[src/rtl/sbox_share_ctrl.sv]
// Round-robin arbiter/sequencer that time-shares one pipelined byte S-box between two
// 32-bit SubWord requesters, tracking in-flight bytes and reassembling the result word.
module sbox_share_ctrl #(
  parameter int unsigned LAT = 3
) (
  input  logic        clk,
  input  logic        reset_n,
  input  logic        req0,
  input  logic [31:0] word0,
  input  logic        req1,
  input  logic [31:0] word1,
  output logic        done0,
  output logic        done1,
  output logic [31:0] result,
  output logic        busy,
  output logic [7:0]  sbox_in,
  output logic        sbox_valid,
  input  logic [7:0]  sbox_out
);

  localparam int unsigned BYTE_W = 8;
  localparam int unsigned NBYTES = 4;
  localparam int unsigned IDX_W  = 2;
  localparam int unsigned DEPTH  = (LAT == 0) ? 1 : LAT;

  typedef enum logic [1:0] {
    S_IDLE,
    S_ISSUE,
    S_DRAIN,
    S_DONE
  } state_e;

  state_e                               state_q, state_d;
  logic [IDX_W-1:0]                     cnt_q, cnt_d;
  logic [NBYTES-1:0][BYTE_W-1:0]        word_q, word_d;
  logic [NBYTES-1:0][BYTE_W-1:0]        stage_q, stage_d;
  logic                                 gid_q, gid_d;
  logic                                 last_q, last_d;
  logic [DEPTH-1:0]                     trk_vld_q, trk_vld_d;
  logic [DEPTH-1:0][IDX_W-1:0]          trk_idx_q, trk_idx_d;
  logic [NBYTES*BYTE_W-1:0]             result_q, result_d;
  logic                                 done0_q, done0_d;
  logic                                 done1_q, done1_d;
  logic                                 busy_q, busy_d;
  logic                                 sbox_valid_q, sbox_valid_d;
  logic [BYTE_W-1:0]                    sbox_in_q, sbox_in_d;

  logic                                 issuing;
  logic                                 cap_vld;
  logic [IDX_W-1:0]                     cap_idx;
  logic                                 grant_any;
  logic                                 grant_id;

  // Capture source: with no pipeline the byte being issued returns in the same cycle
  always_comb begin
    issuing = (state_q == S_ISSUE);
    if (LAT == 0) begin
      cap_vld = issuing;
      cap_idx = cnt_q;
    end else begin
      cap_vld = trk_vld_q[DEPTH-1];
      cap_idx = trk_idx_q[DEPTH-1];
    end
  end

  always_comb begin
    state_d      = state_q;
    cnt_d        = cnt_q;
    word_d       = word_q;
    stage_d      = stage_q;
    gid_d        = gid_q;
    last_d       = last_q;
    trk_vld_d    = trk_vld_q;
    trk_idx_d    = trk_idx_q;
    result_d     = result_q;
    done0_d      = 1'b0;
    done1_d      = 1'b0;
    sbox_valid_d = 1'b0;
    sbox_in_d    = '0;
    grant_any    = req0 | req1;
    grant_id     = (req0 && req1) ? ~last_q : req1;

    trk_vld_d[0] = issuing;
    trk_idx_d[0] = cnt_q;
    for (int i = 1; i < int'(DEPTH); i++) begin
      trk_vld_d[i] = trk_vld_q[i-1];
      trk_idx_d[i] = trk_idx_q[i-1];
    end

    if (cap_vld) begin
      stage_d[cap_idx] = sbox_out;
    end

    case (state_q)
      S_IDLE: begin
        if (grant_any) begin
          gid_d        = grant_id;
          last_d       = grant_id;
          word_d       = grant_id ? word1 : word0;
          cnt_d        = '0;
          stage_d      = '0;
          sbox_valid_d = 1'b1;
          sbox_in_d    = word_d[0];
          state_d      = S_ISSUE;
        end
      end
      S_ISSUE: begin
        cnt_d = IDX_W'(cnt_q + 1'b1);
        if (cnt_q != IDX_W'(NBYTES - 1)) begin
          sbox_valid_d = 1'b1;
          sbox_in_d    = word_q[cnt_d];
        end else begin
          state_d = (LAT == 0) ? S_DONE : S_DRAIN;
        end
      end
      S_DRAIN: begin
        if (cap_vld && (cap_idx == IDX_W'(NBYTES - 1))) begin
          state_d = S_DONE;
        end
      end
      S_DONE: begin
        state_d = S_IDLE;
      end
      default: begin
        state_d = S_IDLE;
      end
    endcase

    // Result and done are loaded on DONE entry so they appear in the DONE cycle itself
    if ((state_d == S_DONE) && (state_q != S_DONE)) begin
      result_d = stage_d;
      done0_d  = ~gid_q;
      done1_d  = gid_q;
    end

    busy_d = (state_d != S_IDLE);
  end

  always_ff @(posedge clk) begin
    if (!reset_n) begin
      state_q      <= S_IDLE;
      cnt_q        <= '0;
      word_q       <= '0;
      stage_q      <= '0;
      gid_q        <= 1'b0;
      last_q       <= 1'b1;
      trk_vld_q    <= '0;
      trk_idx_q    <= '0;
      result_q     <= '0;
      done0_q      <= 1'b0;
      done1_q      <= 1'b0;
      busy_q       <= 1'b0;
      sbox_valid_q <= 1'b0;
      sbox_in_q    <= '0;
    end else begin
      state_q      <= state_d;
      cnt_q        <= cnt_d;
      word_q       <= word_d;
      stage_q      <= stage_d;
      gid_q        <= gid_d;
      last_q       <= last_d;
      trk_vld_q    <= trk_vld_d;
      trk_idx_q    <= trk_idx_d;
      result_q     <= result_d;
      done0_q      <= done0_d;
      done1_q      <= done1_d;
      busy_q       <= busy_d;
      sbox_valid_q <= sbox_valid_d;
      sbox_in_q    <= sbox_in_d;
    end
  end

  assign done0      = done0_q;
  assign done1      = done1_q;
  assign result     = result_q;
  assign busy       = busy_q;
  assign sbox_in    = sbox_in_q;
  assign sbox_valid = sbox_valid_q;

endmodule

[config.mk]
export PLATFORM = sky130hd
export DESIGN_NAME = sbox_share_ctrl
export DESIGN_NICKNAME = d
export VERILOG_FILES = /design/src/rtl/sbox_share_ctrl.sv
export SDC_FILE = /design/constraint.sdc
export NUM_CORES = 1
export LEC_CHECK = 0
export ABC_CLOCK_PERIOD_IN_PS = 1900
export CAP_MARGIN = 5
export CORE_MARGIN = 2
export CORE_UTILIZATION = 35
export CTS_CLUSTER_DIAMETER = 150
export DETAILED_ROUTE_END_ITERATION = 12
export GPL_TIMING_DRIVEN = 1
export PLACE_DENSITY_LB_ADDON = 0.3
export SLEW_MARGIN = 20
export SYNTH_ARGS = -nofsm -noshare
export SYNTH_HDL_FRONTEND = slang
export SYNTH_SLANG_ARGS = --single-unit
[constraint.sdc]
create_clock -name clk -period 1.9 [get_ports clk]
set_input_delay 0.38 -clock clk [delete_from_list [all_inputs] [get_ports clk]]
set_output_delay 0.38 -clock clk [all_outputs]
set_load 0.02 [all_outputs]
### Word level (Yosys, flattened, before mapping)

Index checks and enable logic that the tools add are counted.

* word-level logic and storage cells: 69
* output and inout bits: 44
* register bits: 123

* eq/ne operators: 8
* bitwise logic cells: 3
* muxes and demuxes: 22
* $lt $le $gt $ge: 3
* reductions and logical operators: 10
* add/subtract/negate cells: 1

Operators with widths (count)
* $mux W32: 4
* $bwmux W32: 1
* $mux W8: 4
* $bmux W8 S2: 1
* $demux W8 S2: 1
* $pmux W8 S2: 1
* $eq A2 B2 Y1 const B: 4
* $mux W2: 4
* $pmux W2 S4: 1
* $lt A2 B3 Y1 const B: 2
* $ne A2 B2 Y1 const B: 3
* $reduce_and A2 Y1: 3
* $logic_and A1 B1 Y1: 4
* $pmux W2 S2: 1
* $reduce_bool A2 Y1: 2
* $mux W1: 3
* $add A2 B1 Y2 const B: 1
* $eq A2 B1 Y1 const B: 1
* $ge A2 B1 Y1 const B: 1
* $logic_not A2 Y1: 1
* $not A1 Y1: 2
* $pmux W1 S2: 1
* $or A1 B1 Y1: 1

### Longest topological paths before layout

Gate-level depths: netlist of the first run.

* depth in word-level cells: 8
* mapped depth: 7
* gate-level depth less buffers: 5

### Worst setup path before layout of the first run

No wires, ideal clock.

* path kind: flip-flop to flip-flop
* start: register cnt_q[0]
* end: register sbox_in_q[7] (netlist: sbox_in[7])
* path buffers: 1
* cell stages (with the launch flop): 6
* clock period less this slack: 1.472 ns
* arrival time: 1.342 ns
* setup slack: 0.428 ns
* cell sequence: dfxtp_1 ha_1 clkbuf_1 mux4_2 nand2_1 a21oi_1

* longest elaborated chain between the ends: 5

RTL lines
* from (decl): line 34 `logic [IDX_W-1:0] cnt_q, cnt_d;`
* from (signal assigned): line 157 `cnt_q <= cnt_d;`
* $add A2 B1 Y2: line 108 `cnt_d = IDX_W'(cnt_q + 1'b1);`
* $bmux W8 S2: line 111 `sbox_in_d = word_q[cnt_d];`
* $mux W8 (not written as such): line 111
* $mux W8 (*): line 109 `if (cnt_q != IDX_W'(NBYTES - 1)) begin`
* $pmux W8 S2 (*): line 94 `case (state_q)`
* to (signal assigned): line 169 `sbox_in_q <= sbox_in_d;`
* to (decl): line 46 `logic [BYTE_W-1:0] sbox_in_q, sbox_in_d;`

Every way passes the cells marked *; elsewhere a longest branch is shown, timed or not. The select of a mux whose other input is x is not followed.
A chain may end at the register's enable or synchronous reset.

### Final worst setup path of the first run

* start: register result_q[0] (netlist: result[0])
* end: output port result[0]

RTL lines
* from (decl): line 41 `logic [NBYTES*BYTE_W-1:0] result_q, result_d;`
* from (signal assigned): line 164 `result_q <= result_d;`
* to (decl): line 14 `output logic [31:0] result,`

No word-level cell between the ends.

==> results by group, run 1 <==
Power and ir drop
  • LEAKAGE: 0.002858 uW
  • Switching Share: 0.2236
  • Design internal power: 5169 uW
  • Switching power: 1489 uW
  • Pwr Density: 908.1 nW/um^2
  • Max VDD drop: 0.7451 mV
  • Comb power frac: 0.109
  • Reg power frac: 0.410
  • Clock share of power: 0.481

Floorplan
  • Total I/O pin count: 120
  • Die X: 128.0 um
  • Vert. Die Dim: 128.0 um
  • Die footprint: 16380 um^2
  • Rows: 45
  • Core area: 15090 um^2
  • Effective utilization at floorplan: 0.3566

Routing
  • WL final: 13290 um
  • DR pass1 iterations: 4
  • DRT antenna net count: 0
  • Drt wl/cell: 15.99 um
  • First DRT Iteration DRCs: 335
  • Routed vias/inst: 5.308
  • Remaining DRCs: 0
  • Via count: 4411

Critical path
  • CP Buf/Inv Count: 1
  • CP peak stage delay: 0.66 ns
  • Reg2Reg Depth: 6
  • Worst-path fanout max: 2
  • Crit path cell chain: clkdlybuf4s50_1
  • Crit path DAT: 1.40 ns
  • R2r endpoint: result[31]
  • Crit-path slowest cell: clkdlybuf4s50_1
  • CP Data Required Time: 1.52 ns
  • Worst R2R Start: cnt_q[1]
  • WS Path Type: reg2out
  • Flop2flop setup slack: 0.24 ns
  • Crit-path leading delay family: buffers and inverters
  • Worst setup SP type: register
  • CP Capture Type: output port

Timing
  • Setup ws final: 0.1152 ns
  • Crit share post-route: 0.9393
  • Min cycle time layout: 1.785 ns
  • Worst Tran Pin Value: 1.008 ns
  • Fmax: 560.3 MHz
  • RSZ-0062 raised after global routing: false
  • Max-slew violations: 0
  • Max_slew headroom: 0.3254
  • Final-report hold violation count: 0
  • Worst hold slack: 0.3074 ns
  • Final setup viols: 0
  • Layout Skew: 0.006343 ns

Global routing
  • First-pass GRT wire length: 21690 um
  • GRT Total Usage: 0.1683
  • Initial antenna violation count: 0
  • Grt total ovfl: 0
  • Vias in the first global route: 4492
  • Largest net degree at the start of global routing: 41

Clock network
  • H-Tree Level Count: 4
  • CTS tree: built
  • Clk_lat worst skew: 0.42 ns
  • # Post-CTS Setup Buffers: 0
  • Clock buffer depth: 2
  • CTS sink count: 123
  • Post-CTS Resized: 0
  • Post-CTS Hold Buffers: 0
  • Worst-path clk slew: 0.05 ns
  • Num CTS Buffers: 17
  • Clk root buf: clkbuf_16

Finish
  • Commonest non-fill, non-tap cell in the layout: dfxtp_1
  • Fraction of layout cells with a size suffix above 1: 0.1166
  • Antenna diodes: 0
  • Area grow syn2layout: 36.25%
  • Most frequent cells in the layout: 123 x dfxtp_1, 118 x clkdlybuf4s50_1, 99 x nand2_1
  • Layout Nets: 711

Synthesis
  • Cell taking the most area after synthesis: dfxtp_1
  • Sequential area share after synthesis: 0.4576
  • Mapped Cells: 525
  • Post-Syn Area: 5381 um^2
  • Top cell type's share of synthesized area: 0.4576
  • #FFs+latches synth: 123
  • EDFF count, synth: 0
  • Syn. warnings: 0
  • Predominant post-synthesis flop cell: dfxtp_1
  • Netlist cell types: 37
  • Mapped Avg Cell Area: 10.25 um^2
  • Post-synthesis async set-or-reset flop share: 0
  • Net Count, Synth: 603
  • Largest cells by area after synthesis: dfxtp_1 46%, nand2_1 6.9%, o2111a_1 6.7%

Hold path
  • Min-Delay Path Class: in2reg
  • Hold Path Depth: 2
  • Hold Path Origin: reset_n
  • WHS Endpoint: state_q[0]

Place
  • HPWL after detailed placement: 9357 um
  • Routability congestion estimate: 0.7641
  • IO buf count: 119
  • Worst slack at placement: -0.1088 ns

Outcome
  • Outcome: completed

Job
  • Maxcap violations: 0
==> Yosys cell counts (2+ instances only) <==
| cell | number |
|---|---|
| a21boi_1 | 32 |
| o2111a_1 | 32 |
| buf_2 | 19 |
| nand3b_1 | 18 |
| mux2_2 | 8 |
| mux4_2 | 8 |
| o2111ai_1 | 32 |
| and2_1 | 12 |
| o21a_1 | 2 |
| inv_1 | 3 |
| buf_4 | 7 |
| a21oi_1 | 9 |
| o211a_1 | 24 |
| nand2b_1 | 2 |
| buf_8 | 2 |
| clkbuf_1 | 20 |
| buf_6 | 4 |
| a21boi_0 | 9 |
| dfxtp_1 | 123 |
| nand2_1 | 99 |
| nor2b_1 | 4 |
| ha_1 | 2 |
| and3_1 | 3 |
| mux2i_1 | 24 |
| nor2_1 | 15 |
==> kinds of logic (layout without fill, tap and decap cells) <==
family / after synthesis / in the layout / share of synthesized area
fa+ha+maj: 2 / 2 / 0.004649
flops: 123 / 123 / 0.4576
mux: 40 / 40 / 0.09486
buf+inv: 55 / 173 / 0.05743
simple gates: 157 / 157 / 0.1353
compound gates: 148 / 148 / 0.2502
==> sequential cells by signal, summed over array words and instances (netlist names) <==
name / cells
result: 32
sbox_in: 8
stage_q: 32
cnt_q: 2
cap_idx: 2
trk_vld_q: 3
sbox_valid: 1
busy: 1
last_q: 1
done0: 1
state_q: 2
trk_idx_d: 4
done1: 1
word_q: 32
gid_q: 1
==> how the worst max path moves through the flow <==
stage	start	to	slack [ns]	cells after the start
final	result[0]	result[0]	0.12	1
after detailed placement	req1	sbox_in[3]	-0.11	6
after global routing	result[0]	result[0]	0.06	1
after CTS	state_q[0]	result[6]	0.10	4
after floorplan	cnt_q[0]	sbox_in[7]	0.43	5
after global placement	req1	word_q[16]	-0.07	6
==> power groups by stage <==
stage                     registers (uW)  logic, uW  clock network [uW]
after floorplan                     2790        399                   0
after global placement              2780        710                   0
after detailed placement            2790        729                   0
after CTS                           2730        730                3250
after global routing                2740        785                3380
final                               2730        722                3200
==> area by class of cell <==
type	count	area, um^2
multi-input combinational	347	2630
clock buffer	20	456.7
sequential	123	2462
timing repair buffer	141	1414
clock inverter	9	122.6
tap	188	235.2
fill	1400	7757
inverter	3	11.26
==> stage by stage <==
stage	cells	setup TNS [ns]	util	area (um^2)	total power, uW
6_report	831	0	0.4859	7332	6658
5_1_grt	831	0	0.4859	7332	6908
4_1_cts	831	0	0.4852	7321	6715
3_5_place_dp	802	-1.739	0.4468	6741	3514
3_3_place_gp	802	-0.8315	0.4468	6741	3490
2_1_floorplan	525	0	-	5381	3188
==> per-layer routing <==
layer  global-route usage  wire (um)
met5                    0          0
met4              0.06723        258
met3              0.05760        745
met2               0.2768       6432
met1               0.2024       5848
No activity file was read; power rests on OpenSTA's default activity.
==> run 2, diff against run 1 <==
REMOVE_ABC_BUFFERS = 1   (was default)
==> run 2 against run 1 <==
  * Setup slack better by 0.0048 ns
  * Die area unchanged
  * Critical path depth unchanged
  * First-iteration DRC count down 12%
  * Register-to-register slack better by 0.04 ns
  * Global-route usage down 0.94 points
  * Clock-buffer cell count up 7
  * Cell count down 0.24%
  * Combinational power down 2%
  * Routed wire length down 5.8%
  * Critical endpoint is now result[14]
  * Largest cell class unchanged
  * Largest power group unchanged
  * Highest routed layer unchanged
==> results by group, run 2 (synthesis gave the netlist of run 1 again) <==
Outcome
  • Outcome: completed (unchanged)

Clock network
  • CTS sink count: 123 (unchanged)
  • Clk root buf: clkbuf_16 (unchanged)
  • Worst-path clk slew: 0.05 ns (about the same)
  • # Post-CTS Setup Buffers: 0 (unchanged)
  • Clk_lat worst skew: 0.41 ns (was 0.42 ns)
  • Num CTS Buffers: 17 (unchanged)
  • CTS tree: built (unchanged)
  • H-Tree Level Count: 4 (unchanged)
  • Clock buffer depth: 2 (unchanged)

Finish
  • Fraction of layout cells with a size suffix above 1: 0.1092 (was 0.1166)
  • Most frequent cells in the layout: 123 x dfxtp_1, 118 x clkdlybuf4s50_1, 99 x nand2_1 (unchanged)
  • Commonest non-fill, non-tap cell in the layout: dfxtp_1 (unchanged)
  • Non-Filler Instances: 829 (was 831)
  • Area grow syn2layout: 34.97% (was 36.25%)
  • Antenna diodes: 0 (unchanged)
  • Layout Nets: 709 (was 711)

Floorplan
  • Die X: 128.0 um (unchanged)
  • Effective utilization at floorplan: 0.3566 (unchanged)
  • Die footprint: 16380 um^2 (unchanged)
  • Total I/O pin count: 120 (unchanged)
  • Rows: 45 (unchanged)
  • Core area: 15090 um^2 (unchanged)
  • Vert. Die Dim: 128.0 um (unchanged)

Place
  • Worst slack at placement: -0.1459 ns (was -0.1088 ns)
  • HPWL after detailed placement: 8587 um (was 9357 um)
  • IO buf count: 119 (unchanged)
  • Dpl cells: 800 (was 802)
  • Routability congestion estimate: 0.7511 (was 0.7641)

Critical path
  • CP peak stage delay: 0.62 ns (was 0.66 ns)
  • Crit-path leading delay family: buffers and inverters (unchanged)
  • CP Buf/Inv Count: 1 (unchanged)
  • Worst-path fanout max: 2 (unchanged)
  • WS Path Type: reg2out (unchanged)
  • CP Capture Type: output port (unchanged)
  • Worst setup SP type: register (unchanged)
  • Crit path DAT: 1.40 ns (about the same)
  • Crit path cell chain: clkdlybuf4s50_1 (unchanged)
  • CP Data Required Time: 1.52 ns (about the same)
  • Crit-path slowest cell: clkdlybuf4s50_1 (unchanged)

Timing
  • Final-report hold violation count: 0 (unchanged)
  • Max_slew headroom: 0.5807 (was 0.3254)
  • Setup tns final: 0 ns (unchanged)
  • Max-slew violations: 0 (unchanged)
  • Layout Skew: 0.004958 ns (was 0.006343 ns)
  • Final setup viols: 0 (unchanged)
  • Min cycle time layout: 1.780 ns (was 1.785 ns)
  • Setup ws final: 0.1200 ns (was 0.1152 ns)
  • Crit share post-route: 0.9368 (was 0.9393)
  • Worst Tran Pin Value: 0.6283 ns (was 1.008 ns)
  • Worst hold slack: 0.3486 ns (was 0.3074 ns)
  • RSZ-0062 raised after global routing: false (unchanged)
  • Fmax: 561.8 MHz (was 560.3 MHz)

Global routing
  • Grt total ovfl: 0 (unchanged)
  • First-pass GRT wire length: 20690 um (was 21690 um)
  • Largest net degree at the start of global routing: 65 (was 41)
  • GRT Total Usage: 0.1589 (was 0.1683)
  • Vias in the first global route: 4184 (was 4492)
  • Initial antenna violation count: 0 (unchanged)

Routing
  • Via count: 4337 (was 4411)
  • WL final: 12520 um (was 13290 um)
  • DR pass1 iterations: 4 (unchanged)
  • Routed vias/inst: 5.232 (was 5.308)
  • First DRT Iteration DRCs: 295 (was 335)
  • Remaining DRCs: 0 (unchanged)
  • DRT antenna net count: 0 (unchanged)
  • Drt wl/cell: 15.10 um (was 15.99 um)

Job
  • Maxcap violations: 0 (unchanged)

Power and ir drop
  • Max VDD drop: 0.6918 mV (was 0.7451 mV)
  • LEAKAGE: 0.002822 uW (was 0.002858 uW)
  • Pwr Density: 865.9 nW/um^2 (was 908.1 nW/um^2)
  • Pwr Total: 6289 uW (was 6658 uW)

Hold path
  • Min-Delay Path Class: in2reg (unchanged)
[run 2: cell type report]
type / count / area [um^2]
inverters: 3 / 11.26
flip-flops and latches: 123 / 2462
fillers: 1421 / 7826
multi-input cells: 347 / 2633
clock inverters: 2 / 10.01
well taps: 188 / 235.2
repair buffers: 139 / 1399
clock buffers: 27 / 513.0
[run 2: path summary, 6_finish.rpt]
| path | start | end | slack, ns | depth (start not counted) |
|---|---|---|---|---|
| worst min-delay path | reset_n | last_q | 0.35 | 2 |
| worst max register to register | state_q[0] | word_q[0] | 0.28 | 5 |
| worst max-delay path | result[14] | result[14] | 0.12 | 1 |
| worst min register to register | trk_vld_q[1] | trk_vld_q[2] | 0.43 | 1 |
[run 2: where the power goes]
group	total, uW	switching [uW]	internal, uW
Sequential	2730	52.2	2680
Combinational	711	319	392
Clock	2850	1030	1810
Total	6290	1410	4880
[run 2: routing by layer]
metal / vias to the layer above / part of all wire / GRT usage
li1: 2153 / - / -
met1: 2050 / 0.46 / 0.1980
met2: 120 / 0.46 / 0.2548
met3: 14 / 0.060 / 0.05509
met4: 0 / 0.014 / 0.05882
met5: - / 0 / 0
[run 2: stage by stage]
step / utilization / cell area, um^2
after floorplan: - / 5084
after global placement: 0.4458 / 6726
after detailed placement: 0.4458 / 6726
after CTS: 0.4804 / 7249
after global routing: 0.4813 / 7263
final: 0.4813 / 7263
[run 2: repair_timing]
item / CTS / global route
resized for setup: 0 / 2
hold endpoints to repair: 0 / 0
endpoints found under the setup margin: 0 / 9
hold buffers: 0 / 0
==> run 3, diff against run 2 <==
CTS_CLUSTER_DIAMETER = 30   (was 150)
==> results of run 3 <==
Same layout as run 2: the final DEF is identical, and so are final timing and power.
